===== config.mk =====
export PLATFORM = sky130hd
export DESIGN_NAME = piece_fall_ctrl
export DESIGN_NICKNAME = d
export VERILOG_FILES = /design/src/rtl/piece_fall_ctrl.sv
export SDC_FILE = /design/constraint.sdc
export NUM_CORES = 1
export LEC_CHECK = 0
export CELL_PAD_IN_SITES_DETAIL_PLACEMENT = 0
export CELL_PAD_IN_SITES_GLOBAL_PLACEMENT = 2
export CORE_MARGIN = 3
export CORE_UTILIZATION = 13
export CTS_BUF_LIST = sky130_fd_sc_hd__clkbuf_8
export DETAILED_ROUTE_END_ITERATION = 10
export PLACE_DENSITY = 0.78
export SLEW_MARGIN = 25
export SYNTH_ARGS = -nofsm -noshare
export SYNTH_HDL_FRONTEND = slang
export SYNTH_SLANG_ARGS = --single-unit

===== constraint.sdc =====
create_clock -name clk -period 3.5 [get_ports clk]
set_clock_uncertainty 0.15 [all_clocks]
set_input_delay 1.05 -clock clk [delete_from_list [all_inputs] [get_ports clk]]
set_output_delay 1.05 -clock clk [all_outputs]
set_load 0.05 [all_outputs]

===== src/rtl/piece_fall_ctrl.sv =====
// Falling-piece controller: spawns a tetromino at the top of the board and steps it
// down on gravity, soft drop or hard drop, locking it when the next row is blocked.
module piece_fall_ctrl #(
  parameter int ROWS      = 22,
  parameter int COLS      = 10,
  parameter int SPAWN_COL = 3,
  parameter int YW        = $clog2(ROWS)
) (
  input  logic                           clk,
  input  logic                           rst,
  input  logic                           spawn,
  input  logic [2:0]                     piece_type,
  input  logic                           tick,
  input  logic                           soft_drop,
  input  logic                           hard_drop,
  input  logic [ROWS-1:0][COLS-1:0]      board_in,
  output logic [ROWS-1:0][COLS-1:0]      piece_array,
  output logic [YW-1:0]                  piece_row,
  output logic                           active,
  output logic                           locked,
  output logic                           spawn_fail
);

  typedef enum logic [1:0] {IDLE, FALL, LOCK} state_t;

  localparam logic [2:0] TYPE_NONE = 3'd7;

  // Bit k of the result is column SPAWN_COL+k of shape row 'off'.
  function automatic logic [3:0] shape_row(input logic [2:0] t, input logic [1:0] off);
    logic [3:0] bits;
    bits = 4'b0000;
    case (t)
      3'd0: bits = 4'b0010;
      3'd1: if (off < 2'd2) bits = 4'b0110;
      3'd2: bits = (off == 2'd2) ? 4'b0110 : (off < 2'd2) ? 4'b0010 : 4'b0000;
      3'd3: bits = (off == 2'd2) ? 4'b0110 : (off < 2'd2) ? 4'b0100 : 4'b0000;
      3'd4: bits = (off == 2'd0) ? 4'b1100 : (off == 2'd1) ? 4'b0110 : 4'b0000;
      3'd5: bits = (off == 2'd0) ? 4'b0110 : (off == 2'd1) ? 4'b1100 : 4'b0000;
      3'd6: bits = (off == 2'd0) ? 4'b0010 : (off == 2'd1) ? 4'b0111 : 4'b0000;
      default: bits = 4'b0000;
    endcase
    return bits;
  endfunction

  function automatic int shape_height(input logic [2:0] t);
    int h;
    case (t)
      3'd0:       h = 4;
      3'd2, 3'd3: h = 3;
      3'd7:       h = 0;
      default:    h = 2;
    endcase
    return h;
  endfunction

  // Cells of board row r covered by a piece of type t whose top row is yy.
  function automatic logic [COLS-1:0] row_cells(input logic [2:0] t, input logic [YW:0] yy,
                                                input int r);
    logic [COLS-1:0] cells;
    int off;
    cells = '0;
    off = r - int'(yy);
    if (off >= 0 && off < 4) begin
      cells = COLS'(shape_row(t, off[1:0])) << SPAWN_COL;
    end
    return cells;
  endfunction

  state_t          state_reg;
  logic [YW-1:0]   y_reg;
  logic [2:0]      type_reg;
  logic            hd_reg;
  logic            active_reg;
  logic            locked_reg;
  logic            spawn_fail_reg;

  logic [YW:0]     y_step;
  logic [ROWS-1:0] spawn_hit;
  logic [ROWS-1:0] step_hit;
  logic            spawn_fits;
  logic            step_fits;
  logic            show;
  logic            step;

  assign y_step = {1'b0, y_reg} + (YW+1)'(1);
  assign show   = (state_reg == FALL) || (state_reg == LOCK);

  genvar gi;
  generate
    for (gi = 0; gi < ROWS; gi++) begin : g_row
      assign spawn_hit[gi]   = |(row_cells(piece_type, '0, gi) & board_in[gi]);
      assign step_hit[gi]    = |(row_cells(type_reg, y_step, gi) & board_in[gi]);
      assign piece_array[gi] = show ? row_cells(type_reg, {1'b0, y_reg}, gi) : '0;
    end
  endgenerate

  assign spawn_fits = (shape_height(piece_type) <= ROWS) && !(|spawn_hit);
  assign step_fits  = (int'(y_step) + shape_height(type_reg) <= ROWS) && !(|step_hit);

  // The hard_drop cycle itself does not step; rows then descend one per cycle from hd_reg,
  // and a tick in that same cycle is swallowed so a drop never double-steps.
  assign step = hd_reg | (~hard_drop & (tick | soft_drop));

  always_ff @(posedge clk or posedge rst) begin
    if (rst) begin
      state_reg      <= IDLE;
      y_reg          <= '0;
      type_reg       <= TYPE_NONE;
      hd_reg         <= 1'b0;
      active_reg     <= 1'b0;
      locked_reg     <= 1'b0;
      spawn_fail_reg <= 1'b0;
    end else begin
      locked_reg     <= 1'b0;
      spawn_fail_reg <= 1'b0;
      case (state_reg)
        IDLE: begin
          if (spawn && piece_type != TYPE_NONE) begin
            if (spawn_fits) begin
              type_reg   <= piece_type;
              y_reg      <= '0;
              hd_reg     <= 1'b0;
              active_reg <= 1'b1;
              state_reg  <= FALL;
            end else begin
              spawn_fail_reg <= 1'b1;
            end
          end
        end
        FALL: begin
          if (step && !step_fits) begin
            hd_reg     <= 1'b0;
            active_reg <= 1'b0;
            locked_reg <= 1'b1;
            state_reg  <= LOCK;
          end else begin
            hd_reg <= hd_reg | hard_drop;
            if (step) y_reg <= y_step[YW-1:0];
          end
        end
        LOCK: begin
          state_reg <= IDLE;
        end
        default: begin
          state_reg  <= IDLE;
          active_reg <= 1'b0;
        end
      endcase
    end
  end

  assign piece_row  = y_reg;
  assign active     = active_reg;
  assign locked     = locked_reg;
  assign spawn_fail = spawn_fail_reg;

endmodule


==> run_results.csv <==
group,metric,value,unit
yosys,syn-cell-area,5190,sq um
global_route,grt_max_degree,31,
clock_tree,htree_levels,1,
worst_setup_path,arrival,2.50,ns
worst_hold_path,hold_class,"reg -> reg",
global_route,antenna_found_initial,3,
worst_setup_path,cp.depth,12,
worst_setup_path,cp-startpoint,"piece_row[0]$_DFFE_PP0P_",
power,p_switching,0.00461,W
final_layout,antennaDiodeCount,0,
worst_setup_path,crit_path_end_kind,"primary output",
sta,fmax,0.270,GHz
sta,setup_ws,-0.203,ns
final_layout,final_common_cell,"buf_4",
worst_setup_path,cp-start-kind,"register",
placed_design,dp.cells,1598,
power,power_density,769,nW/um^2
status,status,"finished, violations left",
placed_design,gp_congestion,0.843,
clock_tree,cts_buffers,3,
flow_run,drv_cap,0,
clock_tree,insertion_delay,0.27,ns
clock_tree,clk_path_buf_depth,2,
power,leakagePower,4.29,nW
routing,dr.pass1.iters,6,
final_layout,mostFrequentLayoutCells,"buf_4, conb_1, clkdlybuf4s50_1, buf_12, nor2_4",
final_layout,syn2layout_area_growth,112,%
worst_setup_path,critPathCapture,"piece_array[84]",
power,power.internal,0.00383,W
worst_setup_path,required,2.30,ns
clock_tree,clock-sinks,14,
global_route,gr-usage-all-layers,0.119,
floorplanning,dieArea,42300,sq um
worst_setup_path,path_cells,"buf_4 -> buf_12 -> ha_4 -> buf_8 -> buf_8 -> nor2b_4 -> o22ai_2 -> a221oi_2 -> buf_4 -> buf_12 -> nor2_4 -> buf_6",
sta,drv_slew,0,
yosys,synth_top_area_frac,0.198,
worst_setup_path,r2r-start,"piece_row[0]$_DFFE_PP0P_",
global_route,grt_pass1_vias,6573,
global_route,grt_overflow,0,
final_layout,layout-drive-gt1-share,0.440,
floorplanning,rows,72,
clock_tree,root_buffer,"clkbuf_8",
worst_setup_path,crit_slowest_cell,"dfrtp_4",
yosys,avgSynthCellArea,6.52,sq um
yosys,synthArstFlopShare,1.00,
clock_tree,hold_buffers,0,
routing,routed_wirelength,27.6,mm
power,swShare,0.546,
global_route,grt_pass1_wl,39.2,mm
clock_tree,cts.reportedPaths.clkPinSlew,0.08,ns
yosys,yosysTopAreaCell,"buf_4",
power,peakVddDrop,0.288,mV
routing,dr_total_vias,6909,
worst_setup_path,reg2regPathDepth,15,
yosys,synth_flop_cell,"dfrtp_1",
worst_setup_path,cpLargestDelayFamily,"buffers and inverters",
routing,vias_per_cell,4.17,
sta,rsz0062_at_grt,"yes",
power,seqPwrFrac,0.038,
worst_setup_path,reg2reg_slack,-0.19,ns
sta,finalSetupViolations,51,
yosys,yosysSeqAreaShare,0.0683,
yosys,synth-seq-cells,14,
final_layout,final_cells,1655,
worst_setup_path,r2r_end,"state_reg[0]$_DFFE_PP0P_",
floorplanning,io_pins,457,
floorplanning,core_area,39000,sq um
placed_design,dp_slack,-0.687,ns
floorplanning,fp.dieW,206,um
sta,period_share,1.06,
yosys,syn_inst,796,
routing,post-route-drc-count,0,
status,violations,"negative setup slack",
sta,timing_worst_slew_pin_value,0.718,ns
clock_tree,cts_tree,"done",
power,comb_power_share,0.941,
yosys,synth.distinct_cells,83,
sta,min_period,3.70,ns
worst_setup_path,crit_fanout,8,
worst_setup_path,slowest_delay,0.49,ns
sta,hold_violations,0,
final_layout,nNetsFinal,1389,
yosys,synth_edf_count,0,
worst_setup_path,worstSetupPathType,"reg -> out",
floorplanning,die_h,206,um
floorplanning,start_util,0.133,
routing,wire_per_inst,16.7,um
final_layout,largest_reg_flops,5,
placed_design,io_buffers,192,
yosys,synthTopCellsByArea,"buf_4, nor2_1, dfrtp_1",
sta,slew_headroom,0.519,
worst_setup_path,critical_path_buf_inv_count,7,
power,pwr-share-clk,0.021,
yosys,synth_warnings,0,
placed_design,dp_hpwl,22.1,mm
routing,drt_iter0_drc,473,
routing,antenna_left,0,
==> cell type report <==
class	instances	area, sq um
flip-flops and latches	14	369
clock buffers	4	55.1
repair buffers	389	4470
well taps	518	648
multi-input cells	706	5330
fillers	4111	28000
inverters	24	101
==> how the worst min path moves through the flow <==
stage	start	end	slack, ns	cells past startpoint
6_report	state_reg[1]$_DFFE_PP0P_	state_reg[1]$_DFFE_PP0P_	0.41	1
5_1_grt	state_reg[1]$_DFFE_PP0P_	state_reg[1]$_DFFE_PP0P_	0.42	1
4_1_cts	state_reg[1]$_DFFE_PP0P_	state_reg[1]$_DFFE_PP0P_	0.41	1
3_5_place_dp	state_reg[1]$_DFFE_PP0P_	state_reg[1]$_DFFE_PP0P_	0.38	1
3_3_place_gp	hd_reg$_DFFE_PP0P_	hd_reg$_DFFE_PP0P_	0.38	2
2_1_floorplan	state_reg[1]$_DFFE_PP0P_	state_reg[1]$_DFFE_PP0P_	0.35	1
==> stage by stage <==
step	instance area (sq um)	setup TNS, ns	power, W	util	hold slack, ns
after floorplan	6400	-4.89	0.00423	-	0.350
after global placement	9550	-11.26	0.00662	0.245	0.377
after detailed placement	9550	-12.01	0.00665	0.245	0.385
after CTS	10600	-4.34	0.00795	0.272	0.407
after global routing	11000	-8.36	0.00895	0.281	0.425
final	11000	-4.05	0.00844	0.281	0.407
==> worst reg2reg max path, cell delays in order, from the launching register on <==
cell and delay [ns]:
dfrtp_4 0.49, buf_4 0.15, buf_12 0.14, ha_4 0.16, buf_8 0.14, xnor2_1 0.22
buf_4 0.21, nand4_1 0.15, and3_1 0.22, or2_0 0.23, o32ai_2 0.37, nor4_2 0.10
and4_4 0.23, buf_6 0.13, a21o_1 0.16, a311o_1 0.34
==> timing repair <==
item / CTS / global route
buffers inserted: 38 / 19
setup endpoints to repair: 85 / 94
cloned: 2 / 0
resized for setup: 144 / 60
pin swaps: 51 / 42
==> synth_stat cells, drive strengths merged, types with 16 or more instances <==
cell / number
nand3: 30
buf: 166
nand2b: 22
a21oi: 33
o21ai: 42
inv: 22
nor2b: 17
a222oi: 16
clkbuf: 17
nor2: 131
ha: 21
nand2: 69
==> logic make-up after synthesis <==
logic type / share of synthesized area
AO/OA/AOI/OAI: 0.267
AND/OR/NAND/NOR: 0.309
flip-flops: 0.0683
other: 0.000723
XOR/XNOR: 0.0251
multiplexers: 0.0181
buffers and inverters: 0.257
adder cells (fa/ha/maj): 0.0545
==> power groups by stage <==
stage | registers [W] | logic [W] | clock network (W)
2_1_floorplan | 0.000397 | 0.00383 | 0
3_3_place_gp | 0.000345 | 0.00627 | 0
3_5_place_dp | 0.000348 | 0.00630 | 0
4_1_cts | 0.000327 | 0.00745 | 0.000178
5_1_grt | 0.000336 | 0.00843 | 0.000187
6_report | 0.000325 | 0.00794 | 0.000177
==> layer usage <==
metal  GRT usage  share of wire  vias to the layer above
li1            -              -                     3261
met1       0.150           0.41                     3319
met2       0.201           0.48                      287
met3      0.0364          0.092                       36
met4      0.0220          0.018                        6
met5           0         0.0015                        -
Note: power is estimated with default switching activity, not from simulation.
